$ cat src/rtl/iob_eth_pkg.sv
// Shared Ethernet constants: CRC-32 parameters, FCS engine state encoding
// and the byte-wide CRC update used by the FCS engine.
package iob_eth_pkg;

  localparam logic [31:0] CRC32_POLY    = 32'h04C11DB7;
  localparam logic [31:0] CRC32_INIT    = 32'hFFFFFFFF;
  localparam logic [31:0] CRC32_RESIDUE = 32'hC704DD7B;

  typedef enum logic [1:0] {
    IDLE  = 2'd0,
    ACCUM = 2'd1,
    FCS   = 2'd2
  } state_t;

  // Non-reflected register fed LSB-first: eight serial steps, fully unrolled.
  function automatic logic [31:0] crc32_byte(input logic [31:0] crc,
                                             input logic [7:0]  data);
    logic [31:0] c;
    c = crc;
    for (int i = 0; i < 8; i++) begin
      c = {c[30:0], 1'b0} ^ ((c[31] ^ data[i]) ? CRC32_POLY : 32'h0);
    end
    return c;
  endfunction

endpackage

$ cat src/rtl/iob_reverse.sv
// Bit-order reversal: data_o[i] = data_i[DATA_W-1-i].
module iob_reverse #(
  parameter int DATA_W = 32
) (
  input  logic [DATA_W-1:0] data_i,
  output logic [DATA_W-1:0] data_o
);

  for (genvar i = 0; i < DATA_W; i++) begin : g_bit
    assign data_o[i] = data_i[DATA_W-1-i];
  end

endmodule

$ cat src/rtl/iob_eth_crc32_fcs.sv
// Byte-serial Ethernet CRC-32: appends the FCS in TX mode, checks the
// residue in RX mode.
module iob_eth_crc32_fcs
  import iob_eth_pkg::*;
(
  input  logic        clk_i,
  input  logic        cke_i,
  input  logic        rst_i,
  input  logic        start_i,
  input  logic        gen_fcs_i,
  input  logic        data_valid_i,
  input  logic [7:0]  data_i,
  input  logic        last_i,
  output logic        fcs_valid_o,
  input  logic        fcs_ready_i,
  output logic [7:0]  fcs_data_o,
  output logic [31:0] crc_o,
  output logic        crc_ok_o,
  output logic        busy_o,
  output logic        done_o,
  output state_t      state_o
);

  // FCS handshake: a byte transfers on every rising edge where fcs_valid_o
  // and fcs_ready_i are both high; fcs_data_o holds until that transfer.

  state_t      state_q, state_d;
  logic [31:0] crc_q, crc_next, crc_rev, fcs_word;
  logic [1:0]  cnt_q;
  logic        gen_q, done_q, crc_ok_q;
  logic        mode, in_frame, byte_fire, last_fire, fcs_hs, fcs_end, rx_end;

  iob_reverse #(.DATA_W(32)) u_reverse (
    .data_i (crc_q),
    .data_o (crc_rev)
  );

  assign fcs_word = ~crc_rev;

  // start_i overrides everything: it behaves as if the frame were in ACCUM
  // with an INIT seed, which also covers start+data+last single-byte frames.
  always_comb begin
    mode      = start_i ? gen_fcs_i : gen_q;
    in_frame  = start_i || (state_q == ACCUM);
    byte_fire = in_frame && data_valid_i;
    last_fire = byte_fire && last_i;
    fcs_hs    = (state_q == FCS) && !start_i && fcs_ready_i;
    fcs_end   = fcs_hs && (cnt_q == 2'd3);
    rx_end    = last_fire && !mode;
    crc_next  = crc32_byte(start_i ? CRC32_INIT : crc_q, data_i);
  end

  always_ff @(posedge clk_i) begin
    if (rst_i) begin
      state_q <= IDLE;
    end else if (cke_i) begin
      state_q <= state_d;
    end
  end

  always_comb begin
    state_d = state_q;
    if (in_frame) begin
      state_d = last_fire ? (mode ? FCS : IDLE) : ACCUM;
    end else if (fcs_end) begin
      state_d = IDLE;
    end
  end

  always_comb begin
    fcs_valid_o = (state_q == FCS);
    busy_o      = (state_q != IDLE);
    state_o     = state_q;
    fcs_data_o  = 8'h00;
    if (fcs_valid_o) begin
      case (cnt_q)
        2'd0:    fcs_data_o = fcs_word[7:0];
        2'd1:    fcs_data_o = fcs_word[15:8];
        2'd2:    fcs_data_o = fcs_word[23:16];
        default: fcs_data_o = fcs_word[31:24];
      endcase
    end
  end

  // crc_q is untouched in FCS so crc_o keeps showing the frame CRC.
  always_ff @(posedge clk_i) begin
    if (rst_i) begin
      crc_q    <= CRC32_INIT;
      cnt_q    <= 2'd0;
      gen_q    <= 1'b0;
      done_q   <= 1'b0;
      crc_ok_q <= 1'b0;
    end else if (cke_i) begin
      if (byte_fire) begin
        crc_q <= crc_next;
      end else if (start_i) begin
        crc_q <= CRC32_INIT;
      end
      if (start_i || last_fire) begin
        cnt_q <= 2'd0;
      end else if (fcs_hs) begin
        cnt_q <= cnt_q + 2'd1;
      end
      if (start_i) begin
        gen_q <= gen_fcs_i;
      end
      done_q <= rx_end || fcs_end;
      if (rx_end) begin
        crc_ok_q <= (crc_next == CRC32_RESIDUE);
      end else if (start_i) begin
        crc_ok_q <= 1'b0;
      end
    end
  end

  assign crc_o    = crc_q;
  assign crc_ok_o = crc_ok_q;
  assign done_o   = done_q;

endmodule

$ cat config.mk
export PLATFORM = sky130hd
export DESIGN_NAME = iob_eth_crc32_fcs
export DESIGN_NICKNAME = d
export VERILOG_FILES = /design/src/rtl/iob_eth_pkg.sv /design/src/rtl/iob_reverse.sv /design/src/rtl/iob_eth_crc32_fcs.sv
export SDC_FILE = /design/constraint.sdc
export NUM_CORES = 1
export LEC_CHECK = 0
export CORE_MARGIN = 10
export CORE_UTILIZATION = 55
export CTS_CLUSTER_SIZE = 30
export DETAILED_ROUTE_END_ITERATION = 8
export GPL_TIMING_DRIVEN = 0
export PLACE_DENSITY = 0.82
export SLEW_MARGIN = 30
export SYNTH_ARGS = -nofsm -noshare
export SYNTH_HDL_FRONTEND = slang
export SYNTH_SLANG_ARGS = --single-unit
$ cat constraint.sdc
create_clock -name clk_i -period 3.3 [get_ports clk_i]
set_clock_uncertainty 0.05 [all_clocks]
set_input_delay 0.66 -clock clk_i [delete_from_list [all_inputs] [get_ports clk_i]]
set_output_delay 0.66 -clock clk_i [all_outputs]
set_load 0.03 [all_outputs]
# Yosys cells after proc, flatten, opt, wreduce, memory -nomap -nowiden
# Cells that the tools add are included.
totals:
  wordCells: 70
  output_inout_bits: 46
  input_bits: 16
  reg_bits: 39
classes:
  n_eq_ne: 6
  reduce_logical: 19
  n_mux: 21
  n_addsub: 1
  bitwise_logic: 17
ops:
  columns: ["op", "count"]
  rows:
  - ["bitwise XOR 32 x 27 -> 32 bit", 8]
  - ["two-way mux 27 bit", 8]
  - ["two-way mux 32 bit", 2]
  - ["equality test 32 bit (second input constant)", 1]
  - ["inverter 32 bit", 1]
  - ["case mux 8 bit (3 select lines)", 1]
  - ["two-way mux 2 bit", 6]
  - ["two-way mux 8 bit", 1]
  - ["nonzero test 2 bit", 4]
  - ["bitwise XOR 1 bit", 8]
  - ["equality test 2 bit (second input constant)", 3]
  - ["logical AND 1 bit", 6]
  - ["AND reduction 2 bit", 3]
  - ["equality test 2 x 1 -> 1 bit (second input constant)", 2]
  - ["logical OR 1 bit", 3]
  - ["two-way mux 1 bit", 3]
  - ["adder 2 x 1 -> 2 bit (second input constant)", 1]
  - ["logical NOT 1 bit", 2]
  - ["logical NOT 2 bit", 1]

# Depth between registers and ports, before layout
# Gate-level depths: netlist of the first run.
depth:
  depth_word: 27
  depth_mapped: 13
  depth_no_buf: 11

# By module
# A second synthesis of the first run with hierarchy kept.
hier_totals:
  cells_unflattened: 435
  hier_area_um2: 3668.5
by_module_without_submodules:
  columns: ["mod", "instances", "cells_each", "seq_area_each_um2", "area_each_um2"]
  rows:
  - ["iob_eth_crc32_fcs", 1, 403, 780.7, 3428.3]
  - ["iob_reverse", 1, 32, 0.0, 240.2]

# Least setup slack after synthesis of the first run
# Ideal clock, no wire load.
synth_timing:
  path_type: "input-to-reg"
  startpoint: "in data_i[0]"
  endpoint: "reg crc_ok_q, in the netlist crc_ok_o"
  n_path_buf: 2
  path_stages: 13
  arrival_ns: 2.858
  setup_slack_ns: 0.308
  setup_time_ns: 0.084
  t_required_ns: 3.166
  cell_sequence: "buf_2 xor2_1 nand3_1 nand2_1 buf_2 ha_1 nor4bb_1 o2111ai_1 nor3_1 o2111ai_1 and4bb_2 nand4_1 o31ai_2"
synth_between:
  elab_chain_len: 14
synth_rtl:
  columns: ["item", "line", "text"]
  rows:
  - ["from (decl)", "iob_eth_crc32_fcs.sv:12", "input logic [7:0] data_i,"]
  - ["bitwise XOR 1 bit *", "iob_eth_pkg.sv:21", "c = {c[30:0], 1'b0} ^ ((c[31] ^ data[i]) ? CRC32_POLY : 32'h0);"]
  - ["two-way mux 27 bit *", "iob_eth_pkg.sv:21", null]
  - ["bitwise XOR 32 x 27 -> 32 bit * (6 in a row)", "iob_eth_pkg.sv:21", null]
  - ["bitwise XOR 1 bit", "iob_eth_pkg.sv:21", null]
  - ["two-way mux 27 bit", "iob_eth_pkg.sv:21", null]
  - ["bitwise XOR 32 x 27 -> 32 bit * (2 in a row)", "iob_eth_pkg.sv:21", null]
  - ["equality test 32 bit *", "iob_eth_crc32_fcs.sv:109", "crc_ok_q <= (crc_next == CRC32_RESIDUE);"]
  - ["two-way mux 1 bit *", "iob_eth_crc32_fcs.sv:108", "if (rx_end) begin"]
  - ["to (signal assigned)", "iob_eth_crc32_fcs.sv:109", null]
  - ["to (decl)", "iob_eth_crc32_fcs.sv:30", "logic gen_q, done_q, crc_ok_q;"]
# Every way passes the cells marked *; elsewhere a longest branch is shown, timed or not.
# A chain may end at the register's enable or synchronous reset.

# Final worst setup path of the first run
layout_timing:
  startpoint: "in data_i[6]"
  endpoint: "reg crc_ok_q, in the netlist crc_ok_o"
layout_between:
  elab_chain_len: 6
layout_rtl:
  columns: ["item", "line"]
  rows:
  - ["bitwise XOR 1 bit", "iob_eth_pkg.sv:21"]
  - ["two-way mux 27 bit", "iob_eth_pkg.sv:21"]
  - ["bitwise XOR 32 x 27 -> 32 bit (2 in a row)", "iob_eth_pkg.sv:21"]
  - ["equality test 32 bit", "iob_eth_crc32_fcs.sv:109"]
  - ["two-way mux 1 bit", "iob_eth_crc32_fcs.sv:108"]
# Every way passes these cells.

==> flow_metrics.env, run 1 <==
export IMPL_cp_start_kind="input pin"
export IMPL_hold_violations=0
export IMPL_whs_ns=0.455
export IMPL_internal_power_w=0.00112
export IMPL_gr_total_overflow=0
export IMPL_finalCritPeriodShare_pct=98.2
export IMPL_globalRouteTotalUtil_pct=24.2
export IMPL_dp_hpwl_um=10200
export IMPL_total_power_w=0.00186
export IMPL_p_leak_nw=1.88
export IMPL_die_y_um=104
export IMPL_ys_seq_area_share_pct=19.9
export IMPL_crit_family="simple AND/OR/NAND/NOR gates"
export IMPL_cts_tree="done"
export IMPL_synth_cell_types=62
export IMPL_drc=0
export IMPL_setup_violations=0
export IMPL_cts_root_buf="clkbuf_8"
export IMPL_ir_drop_v=0.000263
export IMPL_layout_common_cells="53 x xnor2_1, 52 x clkdlybuf4s50_1, 39 x dfxtp_1, 33 x nand2b_1, 32 x o22ai_1"
export IMPL_crit_path_max_incr_delay_ns=0.32
export IMPL_nFillCells=554
export IMPL_syn_inst=464
export IMPL_post_drt_via_cell_ratio=6.41
export IMPL_synth_avg_cell_area_um2=8.46
export IMPL_rsz0062_at_grt="yes"
export IMPL_status="finished, final reports clean"
export IMPL_fin_util_pct=69.1
export IMPL_power_frac_seq_pct=29.1
export IMPL_cp_arrival_ns=3.42
export IMPL_routed_wl_um=13800
export IMPL_final_nets=550
export IMPL_critPathKind="input pin to register"
export IMPL_slew_violations=0
export IMPL_num_io_pins=62
export IMPL_mostFrequentLayoutCell="xnor2_1"
export IMPL_crit_fanout=10
export IMPL_place_congestion=0.985
export IMPL_cts_sinks=39
export IMPL_worst_ep_required_time_ns=3.48
export IMPL_antenna_found_initial=0
export IMPL_cap_violations=0
export IMPL_synth_cell_area_um2=3920
export IMPL_place_area_um2=4590
export IMPL_syn2layout_area_growth_pct=21.0
export IMPL_grt_start_max_net_pins=14
export IMPL_endpoint_kind="register"
export IMPL_synth_edf_count=0
export IMPL_synth_nets=486
export IMPL_ant_nets=0
export IMPL_worst_slew_pin_slew_ns=0.725
export IMPL_layoutNonFillerInstCount=625
export IMPL_cp_cell_sequence="dlygate4sd2_1 > xor2_1 > nand3_1 > nand2_2 > buf_6 > ha_1 > nor4bb_1 > o2111ai_1 > nor3_2 > o2111ai_1 > and4bb_2 > nand4_1 > o31ai_2"
export IMPL_vias=4007
export IMPL_clock_path_buffers=2
export IMPL_layout_drive_gt1_share_pct=10.8
export IMPL_cts_buffers=5
export IMPL_start_util_pct=57.1
export IMPL_yosysWarnings=0
export IMPL_swShare_pct=39.9
export IMPL_die_x_um=104
export IMPL_yosys_most_used_dff="dfxtp_1"
export IMPL_ctsHtreeMaxLevel=2
export IMPL_num_rows=30
export IMPL_grt_pass1_wl_um=21400
export IMPL_die_area_um2=10900
export IMPL_core_um2=6870
export IMPL_ys_ff_latch=39
export IMPL_hold_class="register to register"
export IMPL_cpMaxStageDelayCell="and4bb_2"
export IMPL_numPortBuffers=55
export IMPL_path_clk_slew_ns=0.09
export IMPL_max_freq_mhz=309
export IMPL_ys_async_sr_fraction_pct=0
export IMPL_drtIter0Drc=457
export IMPL_wl_per_cell_um=22.1
export IMPL_firstDrtPassIters=8
export IMPL_combPwrFrac_pct=47.7
export IMPL_min_period_ns=3.24
export IMPL_p_per_area_nw_per_um2=392
export IMPL_slew_headroom_pct=51.7
export IMPL_cpMostUsedCell="o2111ai_1"
export IMPL_clk_latency_ns=0.31
export IMPL_antenna_cells=0
export IMPL_worst_path_buf_inv=2
export IMPL_grt_pass1_vias=3868
export IMPL_p_sw_w=0.000743
export IMPL_dp_cells=615
export IMPL_pwr_share_clk_pct=23.2
export IMPL_stdcell_area_um2=4750
[path summary, 6_finish.rpt]
path | from | endpoint | slack [ns] | cells after the start
worst max-delay path | data_i[6] | crc_ok_o$_SDFFE_PP0P_ | 0.06 | 13
worst min-delay path | gen_q$_SDFFE_PP0P_ | gen_q$_SDFFE_PP0P_ | 0.46 | 2
worst max register to register | crc_o[31]$_SDFFE_PP1P_ | crc_ok_o$_SDFFE_PP0P_ | 0.13 | 13
worst min register to register | gen_q$_SDFFE_PP0P_ | gen_q$_SDFFE_PP0P_ | 0.46 | 2
[cells in the mapped netlist, types with 5 or more instances]
cell	n	area [µm²]
or3_1	7	43.8
a22oi_1	5	37.5
xnor3_1	10	225
buf_2	11	55.1
o211ai_1	5	37.5
clkbuf_1	16	60.1
and3_1	6	37.5
xor2_1	20	175
nor2_1	23	86.3
a21oi_1	11	55.1
nand2b_1	33	206
mux2i_1	5	50.1
o21ai_0	11	55.1
nor2b_1	13	81.3
nor3_1	13	65.1
o32ai_1	6	52.6
dfxtp_1	39	781
xnor2_1	54	473
o21a_1	5	37.5
o22ai_1	32	200
nand3_1	6	30.0
o311a_1	7	70.1
or2_2	6	37.5
inv_1	9	33.8
a211oi_1	10	75.1
ha_1	6	75.1
buf_4	5	37.5
nand2_1	28	105
[per-stage QoR]
step | worst slack [ns] | setup TNS (ns)
5_1_grt | -0.133 | -0.133
4_1_cts | 0.0175 | 0
2_1_floorplan | 0.308 | 0
6_report | 0.0606 | 0
3_3_place_gp | -0.688 | -0.688
3_5_place_dp | -0.687 | -0.687
[power groups by stage]
| stage | logic [W] | registers (W) | clock network [W] |
|---|---|---|---|
| finish | 0.000889 | 0.000542 | 0.000431 |
| detailed placement | 0.000847 | 0.000551 | 0 |
| global route | 0.000938 | 0.000544 | 0.000448 |
| floorplan | 0.000571 | 0.000594 | 0 |
| CTS | 0.000867 | 0.000540 | 0.000427 |
| global placement | 0.000832 | 0.000550 | 0 |
[logic make-up (layout without fill, tap and decap cells)]
logic type | count (synthesis) | count (layout) | share of synthesized area (%)
adders and majority gates | 6 | 6 | 1.91
xor gates and xnor gates | 91 | 91 | 26.8
muxes | 5 | 5 | 1.28
DFF | 39 | 39 | 19.9
and+or+nand+nor | 160 | 160 | 22.9
buffers and inverters | 47 | 112 | 6.12
AOI/OAI and AO/OA | 116 | 116 | 21.0
[tightest hold or removal path: cells and delay by family (launching register included)]
kind	cells	cell delay, ns
compound gates	1	0.05
flops	1	0.33
simple gates	1	0.08
[metal layers]
layer / global-route usage (%) / share of wire [%]
met1: 30.8 / 39
met2: 39.0 / 47
met3: 4.65 / 11
met4: 9.74 / 3.3
met5: 0 / 0
[timing repair]
action                     in CTS  in global routing
pin swaps                       6                  0
buffers inserted                2                  0
hold endpoints to repair        0                  0
gates resized for setup         8                  2
hold buffers                    0                  0
setup endpoints to repair       2                  2
[final cells by class]
cell class                 count  area [µm²]  share of cell area (%)
timing repair buffer          57         566                    11.9
tap                           96         120                    2.53
sequential                    39         781                    16.4
inverter                      10        37.5                   0.790
clock inverter                 3        43.8                   0.922
clock buffer                   5        68.8                    1.45
multi-input combinational    378        2920                    61.5
buffer                        37         210                    4.43
[registers in the layout (all words and copies together), names as in the netlist]
name,count
crc_o,32
state_o,2
gen_q,1
done_o,1
cnt_q,2
crc_ok_o,1
(Power assumes the default switching activity.)
==> run 2: changes to the inputs <==
- CTS_CLUSTER_SIZE: 30 -> default
==> results of run 2 <==
The final DEF is identical to that of run 1; final timing and power are the same.
